File: config.mk
export PLATFORM = sky130hd
export DESIGN_NAME = fifo_rd
export DESIGN_NICKNAME = d
export VERILOG_FILES = /design/src/rtl/fifo_rd.sv
export SDC_FILE = /design/constraint.sdc
export NUM_CORES = 1
export LEC_CHECK = 0
export ABC_AREA = 1
export ABC_CLOCK_PERIOD_IN_PS = 3300
export BUFFER_PORTS_ARGS = -buffer_cell sky130_fd_sc_hd__buf_4
export CAP_MARGIN = 20
export CORE_MARGIN = 2
export CORE_UTILIZATION = 59
export DETAILED_ROUTE_END_ITERATION = 10
export MAX_ROUTING_LAYER = met4
export PLACE_DENSITY = 0.84
export SKIP_CTS_REPAIR_TIMING = 1
export SLEW_MARGIN = 20
export SYNTH_ARGS = -nofsm -noshare
export SYNTH_HDL_FRONTEND = slang
export SYNTH_SLANG_ARGS = --single-unit
File: constraint.sdc
create_clock -name clk -period 3.3 [get_ports clk]
set_input_delay 0.33 -clock clk [delete_from_list [all_inputs] [get_ports clk]]
set_output_delay 0.33 -clock clk [all_outputs]
set_load 0.02 [all_outputs]
File: src/rtl/fifo_rd.sv
// Burst reader for the byte FIFO: drains it once it reports full, forwards
// each byte to the UART over valid/ready and checks the stream is a +1 sequence.
module fifo_rd #(
  parameter int CNT_W = 9
) (
  input  logic             clk,
  input  logic             rst_n,
  input  logic             rd_full,
  input  logic             rd_empty,
  input  logic [7:0]       rd_data,
  output logic             rd_req,
  output logic [7:0]       tx_data,
  output logic             tx_valid,
  input  logic             tx_ready,
  output logic [CNT_W-1:0] byte_cnt,
  output logic             burst_done,
  output logic             seq_err
);

  localparam logic [1:0] IDLE  = 2'd0;
  localparam logic [1:0] REQ   = 2'd1;
  localparam logic [1:0] LATCH = 2'd2;
  localparam logic [1:0] SEND  = 2'd3;

  logic [1:0]       state_q, state_d;
  logic [7:0]       tx_data_q, tx_data_d;
  logic             tx_valid_q, tx_valid_d;
  logic [CNT_W-1:0] cnt_q, cnt_d;
  logic             done_q, done_d;
  logic             err_q, err_d;
  logic [7:0]       exp_q, exp_d;
  logic             first_q, first_d;

  // Read only while in REQ and data is available, so the FIFO never underflows.
  assign rd_req     = (state_q == REQ) & ~rd_empty;
  assign tx_data    = tx_data_q;
  assign tx_valid   = tx_valid_q;
  assign byte_cnt   = cnt_q;
  assign burst_done = done_q;
  assign seq_err    = err_q;

  always_comb begin
    state_d    = state_q;
    tx_data_d  = tx_data_q;
    tx_valid_d = tx_valid_q;
    cnt_d      = cnt_q;
    done_d     = 1'b0;
    err_d      = err_q;
    exp_d      = exp_q;
    first_d    = first_q;
    case (state_q)
      IDLE: begin
        if (rd_full && !rd_empty) begin
          state_d = REQ;
          cnt_d   = '0;
          first_d = 1'b1;
        end
      end
      REQ: begin
        if (!rd_empty) begin
          state_d = LATCH;
        end else begin
          done_d  = 1'b1;
          state_d = IDLE;
        end
      end
      LATCH: begin
        tx_data_d  = rd_data;
        tx_valid_d = 1'b1;
        if (cnt_q != {CNT_W{1'b1}}) cnt_d = cnt_q + 1'b1;
        // First byte of a burst seeds the checker; a mismatch resyncs to the new value.
        if (first_q) begin
          exp_d   = rd_data + 8'd1;
          first_d = 1'b0;
        end else if (rd_data != exp_q) begin
          err_d = 1'b1;
          exp_d = rd_data + 8'd1;
        end else begin
          exp_d = exp_q + 8'd1;
        end
        state_d = SEND;
      end
      SEND: begin
        if (tx_valid_q && tx_ready) begin
          tx_valid_d = 1'b0;
          state_d    = REQ;
        end
      end
      default: state_d = IDLE;
    endcase
  end

  always_ff @(posedge clk or negedge rst_n) begin
    if (!rst_n) begin
      state_q    <= IDLE;
      tx_data_q  <= 8'h00;
      tx_valid_q <= 1'b0;
      cnt_q      <= '0;
      done_q     <= 1'b0;
      err_q      <= 1'b0;
      exp_q      <= 8'h00;
      first_q    <= 1'b1;
    end else begin
      state_q    <= state_d;
      tx_data_q  <= tx_data_d;
      tx_valid_q <= tx_valid_d;
      cnt_q      <= cnt_d;
      done_q     <= done_d;
      err_q      <= err_d;
      exp_q      <= exp_d;
      first_q    <= first_d;
    end
  end

endmodule

==> metrics, run 1 <==
status complete, no violations; clock latency on the worst-skew pair 0.32 ns; overall power 1.55 mW; worst setup path end byte_cnt[5]; placed inst area 2090 sq um; Synth Area in XOR/XNOR 0.0528; DP Wirelength 2530 um; DRC violations left 0; post-route insts no fill 312; Netlist cell types 27; Post-Place Cells 303; routability cong. 0.809; cell count after synthesis 241; Power Dens Cells 720 nW/um^2; RR Endpoint byte_cnt[5]; MaxCap Viol Count 0; largest family of logic cells by synthesized area simple AND/OR/NAND/NOR gates; Post-Route Setup TNS 0 ns; EDFF count, synth 0; Root Buffer clkbuf_4; Hold Vio Cnt, Final 0; Worst Tran Pin Value 0.500 ns; DR vias/cell 5.02; Worst VDD drop 0.000393 V; Num CTS Buffers 5; RSZ-0062 raised after global routing no; Internal 0.879 mW; routed wire length 3470 um; CTS tree yes; CTS Sinks 31; Async SR Flop Fraction 1.00; Crit path largest cell delay 0.47 ns; Max H-tree Level 2; largest net degree at the start of global routing 32; Crit. End Element register; nets@finish 299; Required @ worst endpoint 3.51 ns; Multi-input gate area 892 sq um; Hold WC Path Type primary input to register; worst rel slew slack 0.667; IO Count 34; final antenna-violating net count 0; Pins Over Slew Limit 0; Mapped Avg Cell Area 7.56 sq um; antenna violations before repair 0; Synth Cell Area 1820 sq um; Port-buffer cells 33; Die Y-Extent 59.6 um; commonest non-fill, non-tap cells in the layout nand2_1, buf_4, inv_1; P_sw 0.669 mW; post-synthesis mux area share 0; Filler cells 247; Synth Area in Simple Gates 0.278; Area Overhead vs Synth 17.8%; Fin Clk Skew 0.00420 ns; part of the power in combinational logic 0.462; gr ovfl total 0; Crit path arrival time 2.37 ns; first-pass GRT wire length 5650 um; Initial DRT Pass Iterations 4; sw frac 0.432; Setup Crit Path Kind register to register; Register Area 777 sq um; Clock Path Buffers 2; worst r2r src state_q[0]; die span in x 59.6 um; worst reg-to-reg setup slack 1.14 ns; clock share of power 0.132; Max stage delay cell, worst path ha_1; Post-Layout Inst Area 2150 sq um; core box area 3000 sq um; starting density of the core 0.607; die area 3550 sq um; antenna cells 0; Synth Area in Compound Gates 0.104; Final period util 0.653; Crit path top cell by count nand2_1; Leakage Power 1.13 nW; sequential cell area fraction in the yosys report 0.426; share of power burned in registers 0.407; Max FO, Critical Path 31; maximum clock frequency 0.464 GHz; Synth Flop Type dfrtp_1; post-detailed-route wirelength per cell 11.1 um; Worst Reg-to-Reg Cells 9; Yosys reg bits 31; crit path from state_q[0]; Iteration-0 DRC Markers 61; yosys warns 0; Final Critical Period 2.16 ns; crit-path cells inv_1 > ha_1 > inv_2 > o21ai_4 > nand2_1 > nand2_2 > nand3_1 > nand2_1 > a21oi_1; most common cell after layout, fill and taps aside nand2_1; Final setup violation count 0; clock-pin slew on the worst setup and hold paths 0.09 ns; row cnt 20; GRT Total Usage 0.222; share of cells above drive strength 1 0.183; routed vias 1566; Syn Nets 262; Synth Area in Adders 0.0549; vias in the first global route 1366; startpoint types register
cells by family (layout without fill, tap and decap cells):
family                   after synthesis  count (layout)
XOR/XNOR                              11              11
buffers and inverters                 39              77
adder cells (fa/ha/maj)                8               8
AO/OA/AOI/OAI                         31              31
flip-flops                            31              31
AND/OR/NAND/NOR                      121             121
per-layer routing:
metal  track usage  vias to the layer above  share of wire
met5             -                        -              0
met4        0.0667                        0          0.012
met3        0.0590                        5          0.046
met2         0.359                       40           0.45
met1         0.274                      687           0.49
li1              -                      834              -
critical path: cells and delay by family, from the launching register on:
kind / cells / cell delay (ns)
flops: 1 / 0.42
compound gates: 2 / 0.29
fa+ha+maj: 1 / 0.47
buf+inv: 2 / 0.43
simple gates: 4 / 0.42
cell usage after synthesis, types with 2 or more instances:
cell type / n / area (sq um)
nand2_1: 78 / 293
inv_1: 31 / 116
dfrtp_1: 30 / 751
nand3_1: 17 / 85.1
nor2_1: 16 / 60.1
o21ai_0: 14 / 70.1
ha_1: 8 / 100
xor2_1: 7 / 61.3
o21ai_1: 6 / 30.0
o31ai_1: 5 / 37.5
inv_2: 4 / 15.0
xnor2_1: 4 / 35.0
buf_2: 3 / 15.0
nand2_2: 2 / 12.5
nand4_1: 2 / 12.5
nor3_1: 2 / 10.0
o21bai_1: 2 / 15.0
area by class of cell:
class,count,area share
flip-flops and latches,31,0.362
inverters,35,0.0612
well taps,33,0.0192
multi-input cells,171,0.415
clock buffers,8,0.0227
repair buffers,34,0.120
flip-flops by register name (all words and copies together), names as in the netlist:
signal and flops:
byte_cnt 9, exp_q 8, tx_data 8, burst_done 1, first_q 1, seq_err 1, state_q 2, tx_valid 1
power by group through the flow:
stage	combinational [mW]	clock (mW)	sequential (mW)
after global routing	0.814	0.232	0.653
after global placement	0.704	0	0.627
after floorplan	0.433	0	0.696
after CTS	0.719	0.210	0.628
after detailed placement	0.712	0	0.635
final	0.715	0.204	0.629
through the flow:
stage | worst slack (ns) | hold WS [ns] | util
2_1_floorplan | 1.44 | 0.0344 | -
3_3_place_gp | 1.22 | 0.282 | 0.696
3_5_place_dp | 1.18 | 0.279 | 0.696
4_1_cts | 1.16 | -0.0759 | 0.712
5_1_grt | 0.907 | 0.210 | 0.715
6_report | 1.14 | 0.234 | 0.715
worst min path at each step:
stage	start	end	slack [ns]	cells after the start
5_1_grt	tx_ready	tx_valid	0.21	2
2_1_floorplan	rst_n	burst_done	0.03	0
3_5_place_dp	rst_n	tx_data[2]	0.28	1
3_3_place_gp	rst_n	tx_data[3]	0.28	1
4_1_cts	rst_n	tx_data[2]	-0.08	1
6_report	tx_ready	tx_valid	0.23	2
Power figures use the tool's default switching activity.
==> run 2: changes to the inputs <==
- ABC_CLOCK_PERIOD_IN_PS: 3300 -> 2000
- CORE_UTILIZATION: 59 -> 55
- PLACE_DENSITY: 0.84 -> 0.79
- clock period: 3.3 -> 2 ns (I/O delays scaled with it)
==> run 2 against run 1 <==
Count of clock-buffer cells in the layout stayed put. Non-clock buffer count is 5 higher. Combinational power is 78% higher. Final cell count is 5.1% higher. Power is 75% higher. Worst hold slack worse by 0.17 ns. Flip-flop and latch count stayed put. Register-to-register slack worse by 1.0 ns. Highest routed layer unchanged.
==> metrics, run 2 (synthesis gave the netlist of run 1 again) <==
largest net degree at the start of global routing 32 (unchanged); post-detailed-route wirelength per cell 11.4 um (was 11.1 um); Leakage Power 1.16 nW (was 1.13 nW); IO Count 34 (unchanged); Root Buffer clkbuf_4 (unchanged); clock-pin slew on the worst setup and hold paths 0.10 ns (was 0.09 ns); Max FO, Critical Path 6 (was 31); Worst VDD drop 0.000810 V (was 0.000393 V); MaxCap Viol Count 0 (unchanged); DP Wirelength 2680 um (was 2530 um); routed wire length 3760 um (was 3470 um); antenna cells 0 (unchanged); Power Dens Cells 1200 nW/um^2 (was 720 nW/um^2); Setup Crit Path Kind register to register (unchanged); gr ovfl total 0 (unchanged); Port-buffer cells 33 (unchanged); GRT Total Usage 0.219 (was 0.222); worst rel slew slack 0.739 (was 0.667); Filler cells 265 (was 247); row cnt 20 (unchanged); Clock Path Buffers 2 (unchanged); Required @ worst endpoint 2.26 ns (was 3.51 ns); maximum clock frequency 0.527 GHz (was 0.464 GHz); Hold WC Path Type primary input to register (unchanged); Pins Over Slew Limit 0 (unchanged); routed vias 1624 (was 1566); startpoint types register (unchanged); first-pass GRT wire length 5910 um (was 5650 um); Worst Slack Setup Final 0.102 ns (was 1.14 ns); nets@finish 304 (was 299); Iteration-0 DRC Markers 47 (was 61); Post-Place Worst Slack 0.0457 ns (was 1.18 ns); Final setup violation count 0 (unchanged); clock latency on the worst-skew pair 0.33 ns (was 0.32 ns); commonest non-fill, non-tap cells in the layout nand2_1, buf_4, inv_1 (unchanged); Initial DRT Pass Iterations 4 (unchanged); Final Critical Period 1.90 ns (was 2.16 ns); vias in the first global route 1397 (was 1366); die area 3790 sq um (was 3550 sq um); Worst Tran Pin Value 0.392 ns (was 0.500 ns); Hold Vio Cnt, Final 0 (unchanged); CTS tree yes (unchanged); Num CTS Buffers 5 (unchanged); starting density of the core 0.587 (was 0.607); status complete, no violations (unchanged); final antenna-violating net count 0 (unchanged); Die Y-Extent 61.6 um (was 59.6 um); Crit. End Element register (unchanged); core box area 3100 sq um (was 3000 sq um); Crit path arrival time 2.16 ns (was 2.37 ns); antenna violations before repair 0 (unchanged); Area Overhead vs Synth 23.3% (was 17.8%); DR vias/cell 4.95 (was 5.02); most common cell after layout, fill and taps aside nand2_1 (unchanged); Post-Route Setup TNS 0 ns (unchanged); Fin Clk Skew 0.00950 ns (was 0.00420 ns); Final period util 0.949 (was 0.653); Max H-tree Level 2 (unchanged); CTS Sinks 31 (unchanged); routability cong. 0.852 (was 0.809); DRC violations left 0 (unchanged); max FFs per register 9 (unchanged); share of cells above drive strength 1 0.225 (was 0.183); die span in x 61.6 um (was 59.6 um)
run 2: cell types whose count changed in the layout (fill, tap and decap cells not counted), moves of 2 or more:
| cell | previous run | this run |
|---|---|---|
| buf_4 | 33 | 38 |
| nor2_1 | 16 | 14 |
| clkbuf_1 | 3 | 1 |
| clkbuf_8 | 0 | 2 |
| nand3_1 | 17 | 15 |
| nand3_2 | 1 | 3 |
| nor2_2 | 1 | 3 |
run 2: routing by layer:
layer  track usage  vias to the layer above  routed length, um
li1              -                      841                  -
met1         0.288                      747               1810
met2         0.337                       28               1750
met3        0.0588                        8                136
met4        0.0547                        0                 61
met5             -                        -                  0
run 2: area by class of cell:
cell class / instances / area, sq um / area share
clock buffer: 8 / 68.8 / 0.0306
inverter: 35 / 131 / 0.0585
multi-input combinational: 171 / 920 / 0.409
sequential: 31 / 777 / 0.346
tap: 44 / 55.1 / 0.0245
timing repair buffer: 39 / 295 / 0.131
run 2: report_power, final:
group	internal [mW]	switching, mW	total, mW	leakage, nW
registers	0.854	0.175	1.03	0.388
clock network	0.207	0.204	0.411	0.0386
logic	0.502	0.764	1.27	0.737
total	1.56	1.14	2.71	1.16
run 2: final timing paths:
path	startpoint	end	cells after the start	slack [ns]
worst min register to register	tx_data[3]	tx_data[3]	2	0.49
worst min-delay path	tx_ready	tx_valid	2	0.06
min in group asynchronous	rst_n	tx_data[3]	2	0.33
worst max register to register	byte_cnt[1]	byte_cnt[5]	12	0.10
worst max-delay path	byte_cnt[1]	byte_cnt[5]	12	0.10
max in group asynchronous	rst_n	first_q	2	1.35
run 2: critical path: stages, from the launching register on:
cell and delay [ns]:
dfrtp_1 0.41, ha_2 0.22, nand3_2 0.12, nor2_2 0.15, nand3_2 0.09, nor2_2 0.13, ha_1 0.16, inv_1 0.08
nand2_2 0.12, nand2_2 0.11, nand3_1 0.08, nand2_1 0.05, a21oi_1 0.12
run 2: metrics by stage:
step                 util  power (mW)  area (sq um)  instances  hold slack, ns
detailed placement  0.683        2.26          2120        316           0.154
global route        0.724        2.94          2250        328          0.0515
finish              0.724        2.71          2250        328          0.0626
floorplan               -        1.86          1820        241         -0.0956
CTS                 0.705        2.68          2190        324          -0.204
global placement    0.683        2.22          2120        316           0.155
